===== config.mk =====
export PLATFORM = sky130hd
export DESIGN_NAME = mul_div_unit_flat
export DESIGN_NICKNAME = d
export VERILOG_FILES = /design/src/rtl/mul_div_unit_pkg.sv /design/src/rtl/mul_div_unit_if.sv /design/src/rtl/mul_div_unit_md_sign_fix.sv /design/src/rtl/mul_div_unit.sv /design/src/flat_wrapper.sv
export SDC_FILE = /design/constraint.sdc
export NUM_CORES = 1
export LEC_CHECK = 0
export CAP_MARGIN = 20
export CORE_MARGIN = 3
export CORE_UTILIZATION = 28
export DETAILED_ROUTE_END_ITERATION = 7
export GPL_ROUTABILITY_DRIVEN = 0
export HOLD_SLACK_MARGIN = 0.15
export MAX_ROUTING_LAYER = met4
export SKIP_LAST_GASP = 1
export SLEW_MARGIN = 5
export SYNTH_ARGS = -nofsm -noshare
export SYNTH_HDL_FRONTEND = slang
export SYNTH_SLANG_ARGS = --single-unit

===== constraint.sdc =====
create_clock -name clk -period 10.01 [get_ports clk]
set_clock_uncertainty 0.2 [all_clocks]
set_input_delay 1.5015 -clock clk [delete_from_list [all_inputs] [get_ports clk]]
set_output_delay 1.5015 -clock clk [all_outputs]
set_load 0.1 [all_outputs]

===== src/rtl/mul_div_unit_pkg.sv =====
// Shared RV32M definitions: funct3 encodings, FSM state encoding and
// per-op operand signedness helpers.
package riscv_m_pkg;

  localparam logic [2:0] MD_MUL    = 3'b000;
  localparam logic [2:0] MD_MULH   = 3'b001;
  localparam logic [2:0] MD_MULHSU = 3'b010;
  localparam logic [2:0] MD_MULHU  = 3'b011;
  localparam logic [2:0] MD_DIV    = 3'b100;
  localparam logic [2:0] MD_DIVU   = 3'b101;
  localparam logic [2:0] MD_REM    = 3'b110;
  localparam logic [2:0] MD_REMU   = 3'b111;

  localparam logic [1:0] S_IDLE = 2'd0;
  localparam logic [1:0] S_CALC = 2'd1;
  localparam logic [1:0] S_DONE = 2'd2;

  function automatic logic a_signed(input logic [2:0] op);
    return (op == MD_MULH) || (op == MD_MULHSU) || (op == MD_DIV) || (op == MD_REM);
  endfunction

  function automatic logic b_signed(input logic [2:0] op);
    return (op == MD_MULH) || (op == MD_DIV) || (op == MD_REM);
  endfunction

endpackage


===== src/rtl/mul_div_unit_if.sv =====
// Request/response bundle between the EX stage and the mul/div engine.
interface mul_div_unit_if #(parameter int XLEN = 32);
  logic            start;
  logic            flush;
  logic [2:0]      op;
  logic [XLEN-1:0] A;
  logic [XLEN-1:0] B;
  logic            busy;
  logic            done;
  logic [XLEN-1:0] Result;

  modport master (output start, flush, op, A, B, input busy, done, Result);
  modport slave  (input start, flush, op, A, B, output busy, done, Result);
endinterface


===== src/rtl/mul_div_unit_md_sign_fix.sv =====
// Conditional two's-complement negation; used both to take operand
// magnitudes on entry and to restore result signs on exit.
module md_sign_fix #(parameter int W = 32) (
  input  logic [W-1:0] val,
  input  logic         neg,
  output logic [W-1:0] res
);
  assign res = neg ? -val : val;
endmodule


===== src/rtl/mul_div_unit.sv =====
// Iterative RV32M multiply/divide: XLEN-step shift-add multiply and
// restoring divide over magnitudes, with a fast path for the divide corner cases.
module mul_div_unit
  import riscv_m_pkg::*;
#(
  parameter int XLEN = 32
) (
  input logic             clk,
  input logic             rst,
  mul_div_unit_if.slave   bus
);

  localparam int CW = $clog2(XLEN);

  logic [1:0]        state;
  logic [CW-1:0]     cnt;
  logic [2:0]        op_q;
  logic [2*XLEN-1:0] acc;
  logic [XLEN-1:0]   opnd;
  logic              neg_q, neg_r;
  logic [XLEN-1:0]   result_q;

  // entry: magnitudes and fast-path detection on the raw request
  logic            neg_a, neg_b, accept, div_zero, div_ovf, fast;
  logic [XLEN-1:0] mag_a, mag_b, fast_res;

  assign neg_a    = a_signed(bus.op) & bus.A[XLEN-1];
  assign neg_b    = b_signed(bus.op) & bus.B[XLEN-1];
  assign accept   = (state == S_IDLE) && bus.start && !bus.flush;
  assign div_zero = (bus.B == '0);
  assign div_ovf  = ((bus.op == MD_DIV) || (bus.op == MD_REM)) &&
                    (bus.A == {1'b1, {(XLEN-1){1'b0}}}) && (bus.B == '1);
  assign fast     = bus.op[2] && (div_zero || div_ovf);
  // op[1] separates REM/REMU from DIV/DIVU
  assign fast_res = div_zero ? (bus.op[1] ? bus.A : '1)
                             : (bus.op[1] ? '0 : bus.A);

  md_sign_fix #(.W(XLEN)) u_mag_a (.val(bus.A), .neg(neg_a), .res(mag_a));
  md_sign_fix #(.W(XLEN)) u_mag_b (.val(bus.B), .neg(neg_b), .res(mag_b));

  // one iteration: acc holds {partial, multiplier} or {remainder, quotient}
  logic [XLEN-1:0]   hi, lo, ddiff;
  logic [XLEN:0]     msum, dsh;
  logic              dge;
  logic [2*XLEN-1:0] mul_nxt, div_nxt, acc_nxt;

  assign hi      = acc[2*XLEN-1:XLEN];
  assign lo      = acc[XLEN-1:0];
  assign msum    = {1'b0, hi} + (lo[0] ? {1'b0, opnd} : '0);
  assign mul_nxt = {msum, lo[XLEN-1:1]};
  assign dsh     = {hi, lo[XLEN-1]};
  assign dge     = (dsh >= {1'b0, opnd});
  assign ddiff   = dsh[XLEN-1:0] - opnd;
  assign div_nxt = {dge ? ddiff : dsh[XLEN-1:0], lo[XLEN-2:0], dge};
  assign acc_nxt = op_q[2] ? div_nxt : mul_nxt;

  // exit: sign restoration on the final iteration's value
  logic [2*XLEN-1:0] prod_s;
  logic [XLEN-1:0]   quo_s, rem_s, calc_res;

  md_sign_fix #(.W(2*XLEN)) u_fix_p (.val(acc_nxt), .neg(neg_q), .res(prod_s));
  md_sign_fix #(.W(XLEN))   u_fix_q (.val(acc_nxt[XLEN-1:0]), .neg(neg_q), .res(quo_s));
  md_sign_fix #(.W(XLEN))   u_fix_r (.val(acc_nxt[2*XLEN-1:XLEN]), .neg(neg_r), .res(rem_s));

  always_comb begin
    calc_res = prod_s[2*XLEN-1:XLEN];
    if (op_q[2])                 calc_res = op_q[1] ? rem_s : quo_s;
    else if (op_q[1:0] == 2'b00) calc_res = prod_s[XLEN-1:0];
  end

  always_ff @(posedge clk or negedge rst) begin
    if (!rst) begin
      state    <= S_IDLE;
      cnt      <= '0;
      op_q     <= '0;
      acc      <= '0;
      opnd     <= '0;
      neg_q    <= 1'b0;
      neg_r    <= 1'b0;
      result_q <= '0;
    end else if (bus.flush) begin
      state <= S_IDLE;
      cnt   <= '0;
    end else begin
      case (state)
        S_IDLE: if (accept) begin
          op_q  <= bus.op;
          cnt   <= '0;
          neg_q <= neg_a ^ neg_b;
          neg_r <= neg_a;
          acc   <= {{XLEN{1'b0}}, bus.op[2] ? mag_a : mag_b};
          opnd  <= bus.op[2] ? mag_b : mag_a;
          if (fast) begin
            result_q <= fast_res;
            state    <= S_DONE;
          end else begin
            state <= S_CALC;
          end
        end
        S_CALC: begin
          acc <= acc_nxt;
          cnt <= cnt + 1'b1;
          if (cnt == CW'(XLEN-1)) begin
            result_q <= calc_res;
            state    <= S_DONE;
          end
        end
        S_DONE:  state <= S_IDLE;
        default: state <= S_IDLE;
      endcase
    end
  end

  assign bus.busy   = (state == S_CALC);
  assign bus.done   = (state == S_DONE);
  assign bus.Result = result_q;

endmodule


===== src/flat_wrapper.sv =====
// flat-port wrapper written by rule: the top's interface ports become plain ports
module mul_div_unit_flat import riscv_m_pkg::*;
#(
  parameter int XLEN = 32
)
  (clk, rst, bus_start, bus_flush, bus_op, bus_A, bus_B, bus_busy, bus_done, bus_Result);
  mul_div_unit_if #(.XLEN(XLEN)) bus_i ();
  input logic clk;
  input logic rst;
  input wire logic [$bits(bus_i.start)-1:0] bus_start;
  input wire logic [$bits(bus_i.flush)-1:0] bus_flush;
  input wire logic [$bits(bus_i.op)-1:0] bus_op;
  input wire logic [$bits(bus_i.A)-1:0] bus_A;
  input wire logic [$bits(bus_i.B)-1:0] bus_B;
  output wire logic [$bits(bus_i.busy)-1:0] bus_busy;
  output wire logic [$bits(bus_i.done)-1:0] bus_done;
  output wire logic [$bits(bus_i.Result)-1:0] bus_Result;
  assign bus_i.start = bus_start;
  assign bus_i.flush = bus_flush;
  assign bus_i.op = bus_op;
  assign bus_i.A = bus_A;
  assign bus_i.B = bus_B;
  assign bus_busy = bus_i.busy;
  assign bus_done = bus_i.done;
  assign bus_Result = bus_i.Result;
  mul_div_unit #(.XLEN(XLEN)) u_core (.clk(clk), .rst(rst), .bus(bus_i));
endmodule

==> summary.txt, run 1 <==
Setup path
  – Crit-path cells: and2_1 -> ha_1 -> inv_1 -> fa_1 -> nor2b_1 -> o2111ai_1 -> a21oi_1 -> nor3_1 -> o41ai_1 -> xnor2_1 -> o211ai_1 -> nor4_4 -> nand4_2 -> nor4_1 -> mux2i_1 -> nand2_1 -> a221o_1
  – CP Data Arrival Time: 6260 ps
  – RR Endpoint: u_core.bus.Result[28]$_DFFE_PN0P_
  – R2R Setup Slk: 3890 ps
  – CP Capture Type: flip-flop
  – Top Family by Delay on Critical Path: simple AND/OR/NAND/NOR gates
  – Startpoint Class: flip-flop
  – Worst R2R Path Depth: 17
  – Crit path kind: reg -> reg
  – CP max-delay cell: dfrtp_1
  – Crit path required time: 10150 ps
  – Worst path bufs/invs: 1
  – Reg2reg start: u_core.acc[0]$_DFFE_PN0P_
  – Worst Path Max Fanout: 35
  – Max incr delay on CP: 1030 ps

Clock tree
  – TritonCTS clock tree: done
  – Hold_buf cts: 0
  – Cts bufs inserted: 17
  – Clk sinks: 140
  – Max clock buf depth: 2
  – # Post-CTS Setup Buffers: 0
  – Skew-Pair Late Insertion Delay: 460 ps
  – CTS H-tree depth: 4
  – Reg clk slew, reported paths: 60 ps
  – Root Driver: clkbuf_16
  – PostCTS Resize Cnt: 0

Floorplanning
  – # rows: 87
  – Die footprint: 0.0611 sq mm
  – Die Y: 247 um
  – IO Count: 105
  – Die Width: 247 um
  – Area of the core: 0.0569 sq mm
  – Starting density of the core: 28.6%

Worst hold path
  – Hold Path End: u_core.bus.Result[2]$_DFFE_PN0P_
  – Hold path startpoint: u_core.bus.Result[2]$_DFFE_PN0P_
  – Hold Path Class: reg -> reg
  – Cells on Worst Hold Path: 2

Placement
  – Setup Slack @ Placement: 3600 ps
  – Hpwl dp: 52400 um
  – Number of port buffers: 104
  – Placed Instances: 2978

Global route
  – Grt peak-use layer: met2
  – Vias in the first global route: 16.6k
  – Met2 usage: 33.7%
  – GRT Util Overall: 22.4%
  – Global Route met3 Usage: 4.77%
  – Initial antenna violation count: 1
  – Global-route wire length before repair: 102000 um
  – Largest net degree at the start of global routing: 95
  – GRT met1 Usage: 28.3%
  – Global route overflow: 0

Logic synthesis
  – Average size of a mapped cell: 7.32 sq um
  – Compound-Gate Fraction of Synth Area: 31.2%
  – Primary FF master, synth: dfrtp_1
  – Post-synthesis cell type count: 114
  – Mapped Area: 0.0163 sq mm
  – Adder-cell area share of the yosys netlist: 5.70%
  – Largest family of logic cells by synthesized area: compound AO/OA/AOI/OAI gates
  – Post-Synth Simple-Gate Area: 23.5%
  – Ys async rst share: 100%
  – Syn Nets: 2369
  – Number of synthesized flops with an enable pin: 0
  – Seq/Total Area, Yosys: 21.5%
  – Yosys reg bits: 140
  – Post-Synth XOR/XNOR Area: 8.01%
  – Synth warnings: 0
  – Cells after Synth: 2225
  – Post-synthesis mux area share: 4.88%

STA
  – Endpoints failing setup: 0
  – Fin Setup TNS: 0 ps
  – Relative slew slack: 26.8%
  – Final Max Slew Viols: 0
  – Period utilization: 61.1%
  – Final Hold Fails: 0
  – Setup WS post-layout: 3890 ps
  – Min cycle time layout: 6120 ps
  – Fmax: 163 MHz
  – Slew @ Worst Pin: 1090 ps
  – Unrepaired setup endpoints after global routing: no

Routing
  – Initial DRC Count: 2282
  – Vias per cell: 5.95
  – DR pass1 iterations: 8
  – Post-DRT Antenna Nets: 0
  – # DRC: 13
  – DR WL/cell: 22.5 um
  – Final wirelength: 67700 um
  – Via count: 17.9k

Pwr
  – P_leak: 7.35 nW
  – Maximum vdd drop: 0.193 mV
  – Power density over cell area: 332 mW/mm^2

Layout
  – Final nets: 2385
  – Area delta synth->final: 13.2%
  – # fillers: 6094
  – Commonest non-fill, non-tap cell in the layout: nand2_1
  – Proportion of layout cells with a drive suffix above 1: 6.13%
  – Fin cells: 3006
  – Antenna cell count: 0
  – Highest-count cells in the layout ignoring fill and taps: nand2_1, o21ai_0, a21oi_1

Outcome
  – Failing checks: DRC
  – Status: finished with violations

Flow run
  – Max_cap viols: 0
==> final cells by class <==
type	instances	area (sq um)	area share, %
inverter	69	259	1.41
sequential	140	3510	19.0
clock inverter	9	101	0.550
tap	756	946	5.13
timing repair buffer	130	1230	6.69
clock buffer	19	433	2.35
multi-input combinational	1883	12000	64.8
==> per-layer routing <==
metal | vias to the layer above | share of wire, % | routed length, um
met4 | 0 | 6.0 | 4060
met2 | 932 | 44 | 29800
li1 | 8190 | - | -
met3 | 228 | 9.6 | 6510
met1 | 8550 | 40 | 27300
met5 | - | 0 | 0
==> worst max path at each step <==
stage	from	cells past startpoint	to	slack, ps
detailed placement	bus_B[8]	13	u_core.bus.Result[11]$_DFFE_PN0P_	3600
floorplan	bus_B[10]	12	u_core.bus.Result[31]$_DFFE_PN0P_	5260
CTS	u_core.acc[0]$_DFFE_PN0P_	17	u_core.bus.Result[28]$_DFFE_PN0P_	3990
global placement	bus_B[8]	13	u_core.bus.Result[19]$_DFFE_PN0P_	3870
global route	u_core.acc[0]$_DFFE_PN0P_	17	u_core.bus.Result[28]$_DFFE_PN0P_	3520
finish	u_core.acc[0]$_DFFE_PN0P_	17	u_core.bus.Result[28]$_DFFE_PN0P_	3890
==> Yosys cell counts, types with 10 or more instances <==
master / number / area (sq um)
nand2_1: 271 / 1020
o21ai_0: 245 / 1230
a21oi_1: 231 / 1160
nor2_1: 182 / 683
dfrtp_1: 140 / 3500
clkbuf_1: 89 / 334
xnor2_1: 85 / 744
ha_1: 71 / 888
inv_1: 67 / 251
xor2_1: 64 / 561
nor3_1: 59 / 295
mux2i_1: 58 / 581
and2_1: 44 / 275
nand3_1: 41 / 205
a211oi_1: 33 / 248
a21o_1: 33 / 248
or3_1: 31 / 194
a31oi_1: 30 / 188
o211ai_1: 29 / 218
nand4_1: 24 / 150
o21a_1: 22 / 165
o31ai_1: 20 / 150
buf_2: 18 / 90.1
mux2_2: 17 / 191
and3_1: 16 / 100
nand2b_1: 16 / 100
buf_1: 15 / 56.3
nor2b_1: 15 / 93.8
a22o_1: 14 / 123
nor4_1: 14 / 87.6
or4_1: 14 / 105
a221oi_1: 12 / 105
o22ai_1: 11 / 68.8
or2_2: 10 / 62.6
==> registers in the layout, summed over array words and instances (netlist names) <==
signal and flops:
u_core.acc 64, u_core.bus.Result 32, u_core.opnd 32, u_core.cnt 5
u_core.op_q 3, u_core.state 2, u_core.neg_q 1, u_core.neg_r 1
==> worst min-delay path, delay by kind of cell, from the launching register on <==
| family | cells | cell delay (ps) |
|---|---|---|
| DFF | 1 | 350 |
| and+or+nand+nor | 1 | 50 |
| AOI/OAI and AO/OA | 1 | 60 |
==> where the power goes <==
| group | internal, W | switching, W | total [W] | leakage (nW) |
|---|---|---|---|---|
| Clock | 0.000358 | 0.000267 | 0.000625 | 0.264 |
| Combinational | 0.00142 | 0.00301 | 0.00442 | 5.31 |
| Sequential | 0.000764 | 0.000307 | 0.00107 | 1.78 |
| Total | 0.00254 | 0.00358 | 0.00612 | 7.35 |
==> cells by family (layout without fill, tap and decap cells) <==
kind of cell | Yosys count | count (layout)
buffers and inverters | 202 | 227
xor gates and xnor gates | 149 | 149
DFF | 140 | 140
adders and majority gates | 73 | 73
AOI/OAI and AO/OA | 801 | 801
and+or+nand+nor | 783 | 783
muxes | 77 | 77
==> per-stage QoR <==
stage / power [W] / cell area (sq um) / util (%) / hold slack, ps
after global placement: 0.00531 / 17900 / 31.4 / 280
after global routing: 0.00647 / 18400 / 32.4 / 326
after CTS: 0.00600 / 18400 / 32.4 / 290
after detailed placement: 0.00536 / 17900 / 31.4 / 277
final: 0.00612 / 18400 / 32.4 / 287
after floorplan: 0.00411 / 16300 / - / 263
Note: power is estimated with default switching activity, not from simulation.
==> run 2, diff against run 1 <==
==> constraint.sdc (replaced) <==
create_clock -name clk -period 5.3 [get_ports clk]
set_clock_uncertainty 0.2 [all_clocks]
set_input_delay 0.795 -clock clk [delete_from_list [all_inputs] [get_ports clk]]
set_output_delay 0.795 -clock clk [all_outputs]
set_load 0.1 [all_outputs]
==> run 2 against run 1 <==
  * The run now ends clean
  * Critical path depth down 3
  * Non-clock buffer count up 100
  * Hold slack worse by 130 ps
  * Cell count up 3.5%
  * Utilization up 1.5 points
  * Total power up 100%
  * Global-route usage up 1.2 points
  * Wire length up 5.4%
  * Combinational power up 110%
  * Die area unchanged
  * Sequential share of layout area down 0.85 points
  * Critical path type unchanged
  * Largest cell class unchanged
==> summary.txt, run 2 (same netlist as run 1, synthesis figures left out) <==
Floorplanning
  – Starting density of the core: 28.6% (unchanged)
  – Die Width: 247 um (unchanged)
  – IO Count: 105 (unchanged)
  – Area of the core: 0.0569 sq mm (unchanged)
  – Die Y: 247 um (unchanged)
  – Die footprint: 0.0611 sq mm (unchanged)
  – # rows: 87 (unchanged)

Setup path
  – CP max-delay cell: a211oi_1
  – Startpoint Class: flip-flop
  – CP Capture Type: flip-flop
  – CP Data Arrival Time: 5380 ps (-880 ps)
  – Crit path required time: 5440 ps (-4710 ps)
  – Worst Path Max Fanout: 7 (-80%)
  – Crit-path cells: ha_1 -> nand4_1 -> nor2_1 -> a311oi_1 -> a211oi_1 -> mux2i_1 -> o31ai_1 -> mux2i_1 -> nand4bb_1 -> nor4_1 -> nand4_1 -> mux2_1 -> a211oi_1 -> a21oi_1
  – Max incr delay on CP: 720 ps (-310 ps)
  – R2R Setup Slk: 60 ps (-3830 ps)
  – Crit path kind: reg -> reg

STA
  – Fmax: 191 MHz (+17%)
  – Endpoints failing setup: 0 (unchanged)
  – Slew @ Worst Pin: 1030 ps (-60.8 ps)
  – Min cycle time layout: 5240 ps (-880 ps)
  – Final Max Slew Viols: 0 (unchanged)
  – Period utilization: 98.9% (+38 points)
  – Relative slew slack: 31.1% (+4.3 points)
  – Final Hold Fails: 0 (unchanged)
  – Unrepaired setup endpoints after global routing: yes

Layout
  – Area delta synth->final: 18.5%
  – Highest-count cells in the layout ignoring fill and taps: nand2_1, o21ai_0, a21oi_1
  – Max reg flops: 64 (unchanged)
  – Commonest non-fill, non-tap cell in the layout: nand2_1
  – Biggest register: u_core.acc
  – Fin cells: 3112 (+3.5%)
  – Final nets: 2485 (+4.2%)
  – # fillers: 6021 (-1.2%)
  – Proportion of layout cells with a drive suffix above 1: 10.9% (+4.8 points)

Outcome
  – Status: finished, final reports clean

Clock tree
  – TritonCTS clock tree: done
  – Clk sinks: 140 (unchanged)
  – Reg clk slew, reported paths: 70 ps (about the same)
  – Skew-Pair Late Insertion Delay: 470 ps (about the same)
  – CTS H-tree depth: 4 (unchanged)
  – # Post-CTS Setup Buffers: 0 (unchanged)
  – Root Driver: clkbuf_16
  – Cts bufs inserted: 17 (unchanged)
  – Max clock buf depth: 2 (unchanged)
  – Hold_buf cts: 0 (unchanged)

Global route
  – Vias in the first global route: 17.2k (+3.7%)
  – Grt peak-use layer: met2
  – Initial antenna violation count: 2 (+1)
  – Global Route met3 Usage: 6.43% (+1.7 points)
  – Global-route wire length before repair: 107000 um (+4.4%)
  – GRT met1 Usage: 29.9% (+1.6 points)
  – Largest net degree at the start of global routing: 94 (-1.1%)
  – GRT Util Overall: 23.5% (+1.2 points)
  – Met2 usage: 34.9% (+1.2 points)
  – Global route overflow: 0 (unchanged)

Placement
  – Hpwl dp: 56300 um (+7.4%)
  – Placed Instances: 3077 (+3.3%)
  – Number of port buffers: 104 (unchanged)

Pwr
  – Total chip power: 0.0123 W (+100%)
  – Power density over cell area: 637 mW/mm^2 (+92%)
  – Maximum vdd drop: 0.377 mV (+96%)
  – P_leak: 7.87 nW (+7.1%)

Routing
  – DR WL/cell: 22.9 um (+1.8%)
  – Via count: 18.5k (+3.2%)
  – DR pass1 iterations: 6 (-2)
  – Final wirelength: 71400 um (+5.4%)
  – Initial DRC Count: 2652 (+16%)
  – Post-DRT Antenna Nets: 0 (unchanged)
  – Vias per cell: 5.93 (-0.34%)
  – # DRC: 0 (-13)

Worst hold path
  – Hold Path Class: in -> async

Flow run
  – Max_cap viols: 0 (unchanged)
-- run 2: cell types whose count changed in the layout (fill, tap and decap cells not counted), moves of 3 or more --
cell | before | now
a211oi_1 | 33 | 30
a21oi_2 | 1 | 4
clkinv_4 | 1 | 4
buf_4 | 26 | 125
a211oi_2 | 2 | 5
a21oi_1 | 231 | 228
-- run 2: layout make-up --
cell class	count	area, sq um	share of cell area (%)
Clock inverter	13	118	0.609
Timing Repair Buffer	230	2000	10.3
Tap cell	756	946	4.90
Multi-Input combinational cell	1883	12000	62.2
Inverter	69	259	1.34
Sequential cell	140	3510	18.2
Clock buffer	19	453	2.35
Antenna cell	2	5.00	0.0259
-- run 2: where the power goes --
group / internal, W / total (W) / switching [W]
clock network: 0.000671 / 0.00121 / 0.000542
registers: 0.00144 / 0.00194 / 0.000500
logic: 0.00311 / 0.00914 / 0.00603
-- run 2: stage by stage --
stage | hold slack (ps) | setup WS (ps) | instance area, sq um | utilization (%) | setup TNS, ps
CTS | 176 | 8.77 | 19200 | 33.8 | 0
global placement | 277 | -3.76 | 18700 | 32.8 | -3.76
floorplan | 263 | 643 | 16300 | - | 0
detailed placement | 284 | -22.9 | 18700 | 32.8 | -22.9
global route | 211 | -75.3 | 19300 | 33.9 | -75.3
finish | 158 | 59.4 | 19300 | 33.9 | 0
-- run 2: worst paths after layout --
| path | start | endpoint | cells past startpoint |
|---|---|---|---|
| setup / recovery | u_core.acc[40]$_DFFE_PN0P_ | u_core.bus.Result[30]$_DFFE_PN0P_ | 14 |
| hold / removal | rst | u_core.bus.Result[30]$_DFFE_PN0P_ | 1 |
| setup reg to reg | u_core.acc[40]$_DFFE_PN0P_ | u_core.bus.Result[30]$_DFFE_PN0P_ | 14 |
| hold reg to reg | u_core.bus.Result[2]$_DFFE_PN0P_ | u_core.bus.Result[2]$_DFFE_PN0P_ | 2 |
| max in group asynchronous | rst | u_core.opnd[30]$_DFFE_PN0P_ | 2 |
| min in group clk | u_core.bus.Result[2]$_DFFE_PN0P_ | u_core.bus.Result[2]$_DFFE_PN0P_ | 2 |
-- run 2: critical path, delay by kind of cell (launching register included) --
kind	cells	cell delay, ps
AO/OA/AOI/OAI	5	1600
adder cells (fa/ha/maj)	1	490
flip-flops	1	510
multiplexers	3	950
AND/OR/NAND/NOR	5	1360
-- run 2: timing repair --
action	CTS	global route
gates cloned	0	0
gates resized for setup	2	13
endpoints found under the setup margin	1	15
-- run 2: metal layers --
metal	up-vias	wire length (um)
li1	8393	-
met1	8748	29000
met2	1094	31000
met3	234	7730
met4	0	3660
met5	-	0
==> run 3, diff against run 2 <==
--- a/config.mk
+++ b/config.mk
@@ -8,6 +8,7 @@
 export CAP_MARGIN = 20
 export CORE_MARGIN = 3
 export CORE_UTILIZATION = 28
+export CTS_CLUSTER_DIAMETER = 100
 export DETAILED_ROUTE_END_ITERATION = 7
 export GPL_ROUTABILITY_DRIVEN = 0
 export HOLD_SLACK_MARGIN = 0.15
==> constraint.sdc (replaced) <==
create_clock -name clk -period 6.6 [get_ports clk]
set_clock_uncertainty 0.2 [all_clocks]
set_input_delay 0.99 -clock clk [delete_from_list [all_inputs] [get_ports clk]]
set_output_delay 0.99 -clock clk [all_outputs]
set_load 0.1 [all_outputs]
==> run 3 against run 2 <==
  * Design area fell by 3.4%
  * Highest routed layer unchanged
  * Hold slack gained 140 ps
  * Non-clock buffer count fell by 91
  * Count of clock-buffer cells in the layout is 1 higher
  * Sequential cell count unchanged
  * Setup slack better by 650 ps
  * Cell count is 2.9% lower
  * Critical path depth increased by 2
  * Total power decreased by 23%
  * Sequential share of layout area increased by 0.64 points
==> summary.txt, run 3 (same netlist as run 1, synthesis figures left out) <==
STA
  – Min cycle time layout: 5890 ps (+648 ps)
  – Period utilization: 89.2% (-9.7 points)
  – Fmax: 170 MHz (-11%)
  – Fin Setup TNS: 0 ps (unchanged)
  – Final Hold Fails: 0 (unchanged)
  – Slew @ Worst Pin: 971 ps (-63.0 ps)
  – Setup WS post-layout: 711 ps (+652 ps)
  – Endpoints failing setup: 0 (unchanged)
  – Final Max Slew Viols: 0 (unchanged)
  – Unrepaired setup endpoints after global routing: no
  – Relative slew slack: 33.4% (+2.4 points)
  – Final hold slack: 297 ps (+139 ps)

Worst hold path
  – Hold path startpoint: u_core.bus.Result[1]$_DFFE_PN0P_
  – Hold Path Class: reg -> reg

Routing
  – DR pass1 iterations: 6 (unchanged)
  – DR WL/cell: 22.6 um (-1.7%)
  – Via count: 18.1k (-2.2%)
  – Post-DRT Antenna Nets: 0 (unchanged)
  – Final wirelength: 68200 um (-4.5%)
  – Initial DRC Count: 2506 (-5.5%)
  – # DRC: 0 (unchanged)
  – Vias per cell: 5.98 (+0.78%)

Outcome
  – Status: finished, final reports clean

Floorplanning
  – IO Count: 105 (unchanged)
  – Die Y: 247 um (unchanged)
  – Area of the core: 0.0569 sq mm (unchanged)
  – Die footprint: 0.0611 sq mm (unchanged)
  – Die Width: 247 um (unchanged)
  – # rows: 87 (unchanged)
  – Starting density of the core: 28.6% (unchanged)

Layout
  – Fin cells: 3021 (-2.9%)
  – Proportion of layout cells with a drive suffix above 1: 6.63% (-4.3 points)
  – Biggest register: u_core.acc
  – Area delta synth->final: 14.4%
  – Final Util: 32.7% (-1.2 points)
  – Commonest non-fill, non-tap cell in the layout: nand2_1
  – Highest-count cells in the layout ignoring fill and taps: nand2_1, o21ai_0, a21oi_1
  – Final nets: 2394 (-3.7%)
  – Max reg flops: 64 (unchanged)

Global route
  – Initial antenna violation count: 3 (+1)
  – Largest net degree at the start of global routing: 94 (unchanged)
  – Global-route wire length before repair: 103000 um (-3.4%)
  – Grt peak-use layer: met2
  – Global route overflow: 0 (unchanged)
  – Global Route met3 Usage: 5.68% (-0.75 points)
  – Met2 usage: 33.7% (-1.2 points)
  – Vias in the first global route: 16.9k (-1.9%)
  – GRT met1 Usage: 28.7% (-1.2 points)
  – GRT Util Overall: 22.6% (-0.97 points)

Clock tree
  – # Post-CTS Setup Buffers: 0 (unchanged)
  – TritonCTS clock tree: done
  – Max clock buf depth: 2 (unchanged)
  – Clk sinks: 140 (unchanged)
  – PostCTS Resize Cnt: 0 (-2)
  – Reg clk slew, reported paths: 60 ps (about the same)
  – Skew-Pair Late Insertion Delay: 450 ps (-20 ps)
  – Cts bufs inserted: 17 (unchanged)
  – Hold_buf cts: 0 (unchanged)
  – CTS H-tree depth: 4 (unchanged)
  – Root Driver: clkbuf_16

Setup path
  – CP Capture Type: flip-flop
  – Max incr delay on CP: 610 ps (-110 ps)
  – Reg2reg start: u_core.acc[0]$_DFFE_PN0P_
  – Most frequent CP cell: a21oi_1
  – Startpoint Class: flip-flop
  – Crit-path cells: buf_4 -> and2_1 -> ha_1 -> a21o_1 -> a21oi_1 -> a21oi_1 -> o311ai_2 -> a211oi_1 -> or3_1 -> a21oi_1 -> nor2_1 -> nor4_1 -> nand4_1 -> mux2_1 -> a211oi_1 -> a21oi_1
  – Crit path kind: reg -> reg
  – Top Family by Delay on Critical Path: compound AO/OA/AOI/OAI gates
  – CP startpoint: u_core.acc[0]$_DFFE_PN0P_
  – Crit path required time: 6730 ps (+1290 ps)
  – Worst Path Max Fanout: 32 (+25)
  – CP Data Arrival Time: 6020 ps (+640 ps)
  – Worst path bufs/invs: 1 (+1)
  – CP max-delay cell: o311ai_2

Pwr
  – P_leak: 7.45 nW (-5.3%)
  – Power density over cell area: 511 mW/mm^2 (-20%)
  – Maximum vdd drop: 0.294 mV (-22%)

Placement
  – Placed Instances: 2987 (-2.9%)
  – Number of port buffers: 104 (unchanged)
  – Setup Slack @ Placement: 932 ps (+955 ps)
  – Hpwl dp: 53200 um (-5.5%)

Flow run
  – Max_cap viols: 0 (unchanged)
-- run 3: cell count changes in the layout (fill, tap and decap cells not counted), sizes merged, moves of 2 or more --
cell / delta
inv: -2
clkinvlp: -2
clkinv: -3
bufinv: +5
buf: -92
-- run 3: layer usage --
| metal | up-vias | share of wire (%) |
|---|---|---|
| li1 | 8217 | - |
| met1 | 8632 | 41 |
| met2 | 1022 | 43 |
| met3 | 197 | 10 |
| met4 | 0 | 5.3 |
| met5 | - | 0 |
-- run 3: cell type report --
cell class,count,area (sq um)
inverter,69,259
sequential,140,3510
antenna,3,7.51
tap,756,946
multi-input combinational,1883,12000
timing repair buffer,139,1300
fill,6069,38300
clock inverter,11,216
clock buffer,20,447
-- run 3: path summary, 6_finish.rpt --
check                                                         end  slack [ps]  cells past startpoint
worst min register to register   u_core.bus.Result[1]$_DFFE_PN0P_         300                      1
worst max register to register  u_core.bus.Result[30]$_DFFE_PN0P_         710                     16
worst max-delay path            u_core.bus.Result[30]$_DFFE_PN0P_         710                     16
min in group asynchronous             u_core.opnd[30]$_DFFE_PN0P_         400                      1
worst min-delay path             u_core.bus.Result[1]$_DFFE_PN0P_         300                      1
max in group asynchronous              u_core.opnd[2]$_DFFE_PN0P_        4380                      2
-- run 3: worst reg2reg max path: cells and delay by family (launching register included) --
kind                       cells  cell delay (ps)
muxes                          1              380
AOI/OAI and AO/OA              8             2530
buffers and inverters          1              260
and+or+nand+nor                5             1650
adders and majority gates      1              340
DFF                            1              410
-- run 3: power breakdown --
group | switching, W | internal [W] | total (W)
registers | 0.000414 | 0.00116 | 0.00157
logic | 0.00465 | 0.00218 | 0.00683
clock network | 0.000409 | 0.000717 | 0.00113
-- run 3: stage by stage --
| stage | instance area, sq um | total power [W] |
|---|---|---|
| 6_report | 18600 | 0.00953 |
| 5_1_grt | 18600 | 0.0100 |
| 4_1_cts | 18600 | 0.00935 |
| 3_5_place_dp | 18000 | 0.00819 |
| 3_3_place_gp | 18000 | 0.00813 |
| 2_1_floorplan | 16300 | 0.00623 |
